<file path="src/rtl/alu_8_issue_unit_if.sv">
// Request/response channel between a client and the ALU_8 issue unit.
// The client drives the master side, the issue unit sits on the slave side.
interface alu_8_issue_unit_if;
    logic       req_valid;
    logic       req_ready;
    logic [7:0] req_a;
    logic [7:0] req_b;
    logic [3:0] req_op;

    logic       rsp_valid;
    logic       rsp_ready;
    logic [7:0] rsp_result;
    logic       rsp_zero;
    logic       rsp_negative;
    logic       rsp_overflow;
    logic       rsp_illegal;

    modport master (
        output req_valid, req_a, req_b, req_op, rsp_ready,
        input  req_ready, rsp_valid, rsp_result, rsp_zero, rsp_negative,
               rsp_overflow, rsp_illegal
    );

    modport slave (
        input  req_valid, req_a, req_b, req_op, rsp_ready,
        output req_ready, rsp_valid, rsp_result, rsp_zero, rsp_negative,
               rsp_overflow, rsp_illegal
    );
endinterface

</file>
<file path="src/rtl/alu_8_issue_unit.sv">
// Registered front end for the combinational ALU_8: accepts one op, holds the
// operands for one execute cycle, captures result/flags and presents a response.
module alu_8_issue_unit #(
    parameter int unsigned CNT_W = 8
) (
    input  logic                 clk,
    input  logic                 rst,
    alu_8_issue_unit_if.slave    bus,
    output logic [7:0]           alu_a,
    output logic [7:0]           alu_b,
    output logic [3:0]           alu_op,
    input  logic [7:0]           alu_result,
    input  logic                 alu_zero,
    input  logic                 alu_negative,
    input  logic                 alu_overflow,
    output logic                 sticky_ovf,
    input  logic                 sticky_clr,
    output logic [CNT_W-1:0]     op_count
);

    localparam logic [1:0] IDLE = 2'd0;
    localparam logic [1:0] EXEC = 2'd1;
    localparam logic [1:0] RESP = 2'd2;

    logic [1:0] state;
    logic       op_legal;

    always_comb begin
        op_legal = 1'b1;
        case (bus.req_op)
            4'b0011, 4'b0100, 4'b1110, 4'b1111: op_legal = 1'b0;
            default:                            op_legal = 1'b1;
        endcase
    end

    assign bus.req_ready = (state == IDLE);
    assign bus.rsp_valid = (state == RESP);

    always_ff @(posedge clk) begin
        if (rst) begin
            state            <= IDLE;
            alu_a            <= '0;
            alu_b            <= '0;
            alu_op           <= '0;
            bus.rsp_result   <= '0;
            bus.rsp_zero     <= 1'b0;
            bus.rsp_negative <= 1'b0;
            bus.rsp_overflow <= 1'b0;
            bus.rsp_illegal  <= 1'b0;
            sticky_ovf       <= 1'b0;
            op_count         <= '0;
        end else begin
            // A capture with overflow beats a simultaneous clear.
            if (state == EXEC && alu_overflow)
                sticky_ovf <= 1'b1;
            else if (sticky_clr)
                sticky_ovf <= 1'b0;

            case (state)
                IDLE: begin
                    if (bus.req_valid) begin
                        if (op_legal) begin
                            alu_a  <= bus.req_a;
                            alu_b  <= bus.req_b;
                            alu_op <= bus.req_op;
                            state  <= EXEC;
                        end else begin
                            bus.rsp_result   <= '0;
                            bus.rsp_zero     <= 1'b1;
                            bus.rsp_negative <= 1'b0;
                            bus.rsp_overflow <= 1'b0;
                            bus.rsp_illegal  <= 1'b1;
                            state            <= RESP;
                        end
                    end
                end
                EXEC: begin
                    bus.rsp_result   <= alu_result;
                    bus.rsp_zero     <= alu_zero;
                    bus.rsp_negative <= alu_negative;
                    bus.rsp_overflow <= alu_overflow;
                    bus.rsp_illegal  <= 1'b0;
                    state            <= RESP;
                end
                RESP: begin
                    if (bus.rsp_ready) begin
                        op_count <= op_count + 1'b1;
                        state    <= IDLE;
                    end
                end
                default: state <= IDLE;
            endcase
        end
    end

endmodule

</file>
<file path="src/flat_wrapper.sv">
// flat-port wrapper written by rule: the top's interface ports become plain ports
module alu_8_issue_unit_flat 
#(
    parameter int unsigned CNT_W = 8
)
  (clk, rst, alu_a, alu_b, alu_op, alu_result, alu_zero, alu_negative, alu_overflow, sticky_ovf, sticky_clr, op_count, bus_req_valid, bus_req_a, bus_req_b, bus_req_op, bus_rsp_ready, bus_req_ready, bus_rsp_valid, bus_rsp_result, bus_rsp_zero, bus_rsp_negative, bus_rsp_overflow, bus_rsp_illegal);
  alu_8_issue_unit_if bus_i ();
  input  logic clk;
  input  logic rst;
  output logic [7:0] alu_a;
  output logic [7:0] alu_b;
  output logic [3:0] alu_op;
  input  logic [7:0] alu_result;
  input  logic alu_zero;
  input  logic alu_negative;
  input  logic alu_overflow;
  output logic sticky_ovf;
  input  logic sticky_clr;
  output logic [CNT_W-1:0] op_count;
  input wire logic [$bits(bus_i.req_valid)-1:0] bus_req_valid;
  input wire logic [$bits(bus_i.req_a)-1:0] bus_req_a;
  input wire logic [$bits(bus_i.req_b)-1:0] bus_req_b;
  input wire logic [$bits(bus_i.req_op)-1:0] bus_req_op;
  input wire logic [$bits(bus_i.rsp_ready)-1:0] bus_rsp_ready;
  output wire logic [$bits(bus_i.req_ready)-1:0] bus_req_ready;
  output wire logic [$bits(bus_i.rsp_valid)-1:0] bus_rsp_valid;
  output wire logic [$bits(bus_i.rsp_result)-1:0] bus_rsp_result;
  output wire logic [$bits(bus_i.rsp_zero)-1:0] bus_rsp_zero;
  output wire logic [$bits(bus_i.rsp_negative)-1:0] bus_rsp_negative;
  output wire logic [$bits(bus_i.rsp_overflow)-1:0] bus_rsp_overflow;
  output wire logic [$bits(bus_i.rsp_illegal)-1:0] bus_rsp_illegal;
  assign bus_i.req_valid = bus_req_valid;
  assign bus_i.req_a = bus_req_a;
  assign bus_i.req_b = bus_req_b;
  assign bus_i.req_op = bus_req_op;
  assign bus_i.rsp_ready = bus_rsp_ready;
  assign bus_req_ready = bus_i.req_ready;
  assign bus_rsp_valid = bus_i.rsp_valid;
  assign bus_rsp_result = bus_i.rsp_result;
  assign bus_rsp_zero = bus_i.rsp_zero;
  assign bus_rsp_negative = bus_i.rsp_negative;
  assign bus_rsp_overflow = bus_i.rsp_overflow;
  assign bus_rsp_illegal = bus_i.rsp_illegal;
  alu_8_issue_unit #(.CNT_W(CNT_W)) u_core (.clk(clk), .rst(rst), .bus(bus_i), .alu_a(alu_a), .alu_b(alu_b), .alu_op(alu_op), .alu_result(alu_result), .alu_zero(alu_zero), .alu_negative(alu_negative), .alu_overflow(alu_overflow), .sticky_ovf(sticky_ovf), .sticky_clr(sticky_clr), .op_count(op_count));
endmodule
</file>
<file path="config.mk">
export PLATFORM = sky130hd
export DESIGN_NAME = alu_8_issue_unit_flat
export DESIGN_NICKNAME = d
export VERILOG_FILES = /design/src/rtl/alu_8_issue_unit_if.sv /design/src/rtl/alu_8_issue_unit.sv /design/src/flat_wrapper.sv
export SDC_FILE = /design/constraint.sdc
export NUM_CORES = 1
export LEC_CHECK = 0
export CORE_MARGIN = 5
export CORE_UTILIZATION = 30
export CTS_CLUSTER_DIAMETER = 60
export CTS_CLUSTER_SIZE = 8
export DETAILED_ROUTE_END_ITERATION = 10
export SLEW_MARGIN = 20
export SYNTH_ARGS = -nofsm -noshare
export SYNTH_HDL_FRONTEND = slang
export SYNTH_SLANG_ARGS = --single-unit
</file>
<file path="constraint.sdc">
create_clock -name clk -period 1.6 [get_ports clk]
set_input_delay 0.32 -clock clk [delete_from_list [all_inputs] [get_ports clk]]
set_output_delay 0.32 -clock clk [all_outputs]
set_load 0.005 [all_outputs]
</file>
==> impl_metrics.env <==
export IMPL_status="finished clean"
export IMPL_n_fill_cell=626
export IMPL_area_growth_pct=60.4
export IMPL_whs_ns=0.394
export IMPL_grt_max_degree=27
export IMPL_tns_ns=0
export IMPL_yosysMostFrequentCell="dfxtp_1"
export IMPL_die_area_um2=8010
export IMPL_maxCapViolCount=0
export IMPL_dpl_cell_area_um2=2830
export IMPL_wl_per_cell_um=12.7
export IMPL_cts_inserted_buffers=5
export IMPL_r2r_slack_ns=0.15
export IMPL_crit_family="buffers and inverters"
export IMPL_synth_common_cells="dfxtp_1 (43), nand2b_1 (41), mux2i_1 (21)"
export IMPL_post_route_period_util=0.959
export IMPL_synth_area_um2=1900
export IMPL_hpwlAfterDp_um=3460
export IMPL_multi_input_area_um2=965
export IMPL_io_pins=79
export IMPL_hold_violations=0
export IMPL_cp_end_kind="output port"
export IMPL_drc_errors=0
export IMPL_io_buffers=78
export IMPL_die_height_um=89.5
export IMPL_post_synth_top_area_cell="dfxtp_1"
export IMPL_yosysWarnings=0
export IMPL_yosys_area_top_type_share=0.454
export IMPL_syn_num_nets=235
export IMPL_cp_required_ns=1.28
export IMPL_antenna_found_initial=0
export IMPL_cts_sinks=43
export IMPL_drtIter0Drc=39
export IMPL_crit_chain="clkdlybuf4s50_1"
export IMPL_critPathBufInv=1
export IMPL_cts_max_level=2
export IMPL_seq_area_um2=866
export IMPL_syn_inst=198
export IMPL_finalPower_mw=2.66
export IMPL_place_congestion=0.684
export IMPL_grt_usage=0.120
export IMPL_antenna_cells=0
export IMPL_avgSynthCellArea_um2=9.58
export IMPL_start_kind="flip-flop"
export IMPL_initial_core_util=0.304
export IMPL_cts_root_buf="clkbuf_8"
export IMPL_ys_ff_latch=43
export IMPL_slew_headroom=0.727
export IMPL_synthFlopType="dfxtp_1"
export IMPL_detail_route_antenna_nets=0
export IMPL_report_final_slew_viol_count=0
export IMPL_tightest_slew_ns=0.410
export IMPL_r2r_end="u_core.alu_b[2]$_SDFFE_PP0P_"
export IMPL_dr_pass1_iters=4
export IMPL_min_period_ns=1.53
export IMPL_drive_gt1_frac=0.133
export IMPL_clock_fmax_mhz=652
export IMPL_powerDensity_nw_per_um2=873
export IMPL_die_w_um=89.5
export IMPL_crit_start="u_core.op_count[2]$_SDFFE_PP0P_"
export IMPL_rsz0062_at_grt="false"
export IMPL_crit_arrival_ns=1.21
export IMPL_grt_pass1_wl_um=7530
export IMPL_cts_buffer_depth=2
export IMPL_cts_clk_slew_worst_paths_ns=0.09
export IMPL_grt_overflow=0
export IMPL_nets=322
export IMPL_vias=1638
export IMPL_netlist_top_cells_area="dfxtp_1 (45%), nand2b_1 (14%), mux2i_1 (11%)"
export IMPL_core_area_um2=6240
export IMPL_rows=29
export IMPL_synth_edf_count=0
export IMPL_critPathKind="reg2out"
export IMPL_clock_latency_ns=0.29
export IMPL_vias_per_cell=4.51
export IMPL_worst_path_stages=1
export IMPL_crit_slowest_cell="clkdlybuf4s50_1"
export IMPL_yosysUniqueCellTypes=30
export IMPL_critPathCapture="op_count[2]"
export IMPL_fin_worst_skew_ns=0.0120
export IMPL_drt_total_wl_um=4610
export IMPL_r2r_start="u_core.state[1]$_SDFFE_PP0P_"
export IMPL_hold_class="in2reg"
export IMPL_leakagePower_nw=1.11
export IMPL_yosysSeqAreaShare=0.454
export IMPL_peakVddDrop_mv=0.550
export IMPL_critPathMaxFanout=4
export IMPL_synthArstFlopShare=0
export IMPL_grt_pass1_vias=1636
export IMPL_setup_viol=0
export IMPL_reg2reg_depth=4
export IMPL_tritoncts="yes"
export IMPL_finalInstanceArea_um2=3040
export IMPL_slowest_delay_ns=0.53
## registers in the layout (all words and copies together), names as in the netlist
name / flops
u_core.bus.rsp_result: 8
u_core.alu_b: 8
u_core.bus.rsp_zero: 1
u_core.op_count: 8
u_core.sticky_ovf: 1
u_core.bus.rsp_overflow: 1
u_core.bus.rsp_illegal: 1
u_core.alu_a: 8
u_core.bus.rsp_negative: 1
u_core.state: 2
u_core.alu_op: 4
## repair_timing
action	CTS	global route
endpoints found under the setup margin	35	9
hold buffers	0	0
cloned	1	0
gates resized for setup	16	2
buffers inserted	3	1
pin swaps	3	2
## kinds of logic (layout without fill, tap and decap cells)
kind of cell,count (synthesis),in the layout,share of synthesized area
buffers and inverters,16,104,0.0435
xor gates and xnor gates,6,6,0.0277
AOI/OAI and AO/OA,15,15,0.0495
and+or+nand+nor,96,96,0.308
muxes,21,21,0.111
DFF,43,43,0.454
adders and majority gates,1,1,0.00660
## metrics by stage
stage | setup WS [ns] | util | cells
6_report | 0.0661 | 0.488 | 363
5_1_grt | 0.0110 | 0.488 | 363
4_1_cts | 0.00724 | 0.484 | 362
3_5_place_dp | -0.477 | 0.453 | 350
3_3_place_gp | -0.433 | 0.453 | 350
2_1_floorplan | 0.0875 | - | 198
## cell usage in the layout (no fill, tap or decap), types with 2 or more instances in the layout
cell | netlist | final
a21oi_1 | 12 | 12
buf_12 | 0 | 5
buf_4 | 0 | 8
bufinv_16 | 0 | 2
clkbuf_8 | 0 | 5
clkdlybuf4s15_1 | 0 | 2
clkdlybuf4s50_1 | 0 | 71
dfxtp_1 | 43 | 39
dfxtp_2 | 0 | 4
dlygate4sd2_1 | 0 | 3
inv_1 | 3 | 3
mux2i_1 | 21 | 21
nand2_1 | 13 | 13
nand2b_1 | 41 | 41
nand3_1 | 2 | 2
nand3b_1 | 10 | 10
nor2_1 | 11 | 11
nor3_1 | 3 | 2
nor3_2 | 3 | 4
nor4_1 | 2 | 2
or2b_1 | 2 | 2
xnor2_1 | 4 | 4
xor2_1 | 2 | 2
## power by group
group | switching (mW) | internal, mW | leakage [nW]
Clock | 0.371 | 0.624 | 0.0654
Sequential | 0.0393 | 1.13 | 0.352
Combinational | 0.171 | 0.319 | 0.697
## per-layer routing
metal,part of all wire,vias to the layer above,wire [um],track usage
li1,-,829,-,-
met4,0.0059,0,27,0.0244
met5,0,-,0,0
met2,0.46,55,2120,0.198
met1,0.43,752,1990,0.142
met3,0.10,2,475,0.0581
## worst min-delay path by stage
stage / startpoint / cells past startpoint / slack, ns / to
floorplan: alu_negative / 2 / 0.46 / u_core.bus.rsp_negative$_SDFFE_PP0P_
global placement: u_core.alu_op[3]$_SDFFE_PP0P_ / 2 / 0.46 / u_core.alu_op[3]$_SDFFE_PP0P_
detailed placement: u_core.alu_op[3]$_SDFFE_PP0P_ / 2 / 0.46 / u_core.alu_op[3]$_SDFFE_PP0P_
CTS: rst / 2 / 0.39 / u_core.state[1]$_SDFFE_PP0P_
global route: bus_req_op[1] / 3 / 0.44 / u_core.alu_op[1]$_SDFFE_PP0P_
finish: rst / 2 / 0.39 / u_core.state[1]$_SDFFE_PP0P_
## cell type report
type	instances	area share
Sequential cell	43	0.285
Clock inverter	2	0.0197
Clock buffer	6	0.0238
Timing Repair Buffer	93	0.319
Inverter	3	0.00370
Multi-Input combinational cell	139	0.317
Tap cell	77	0.0317
Note: power is estimated with default switching activity, not from simulation.
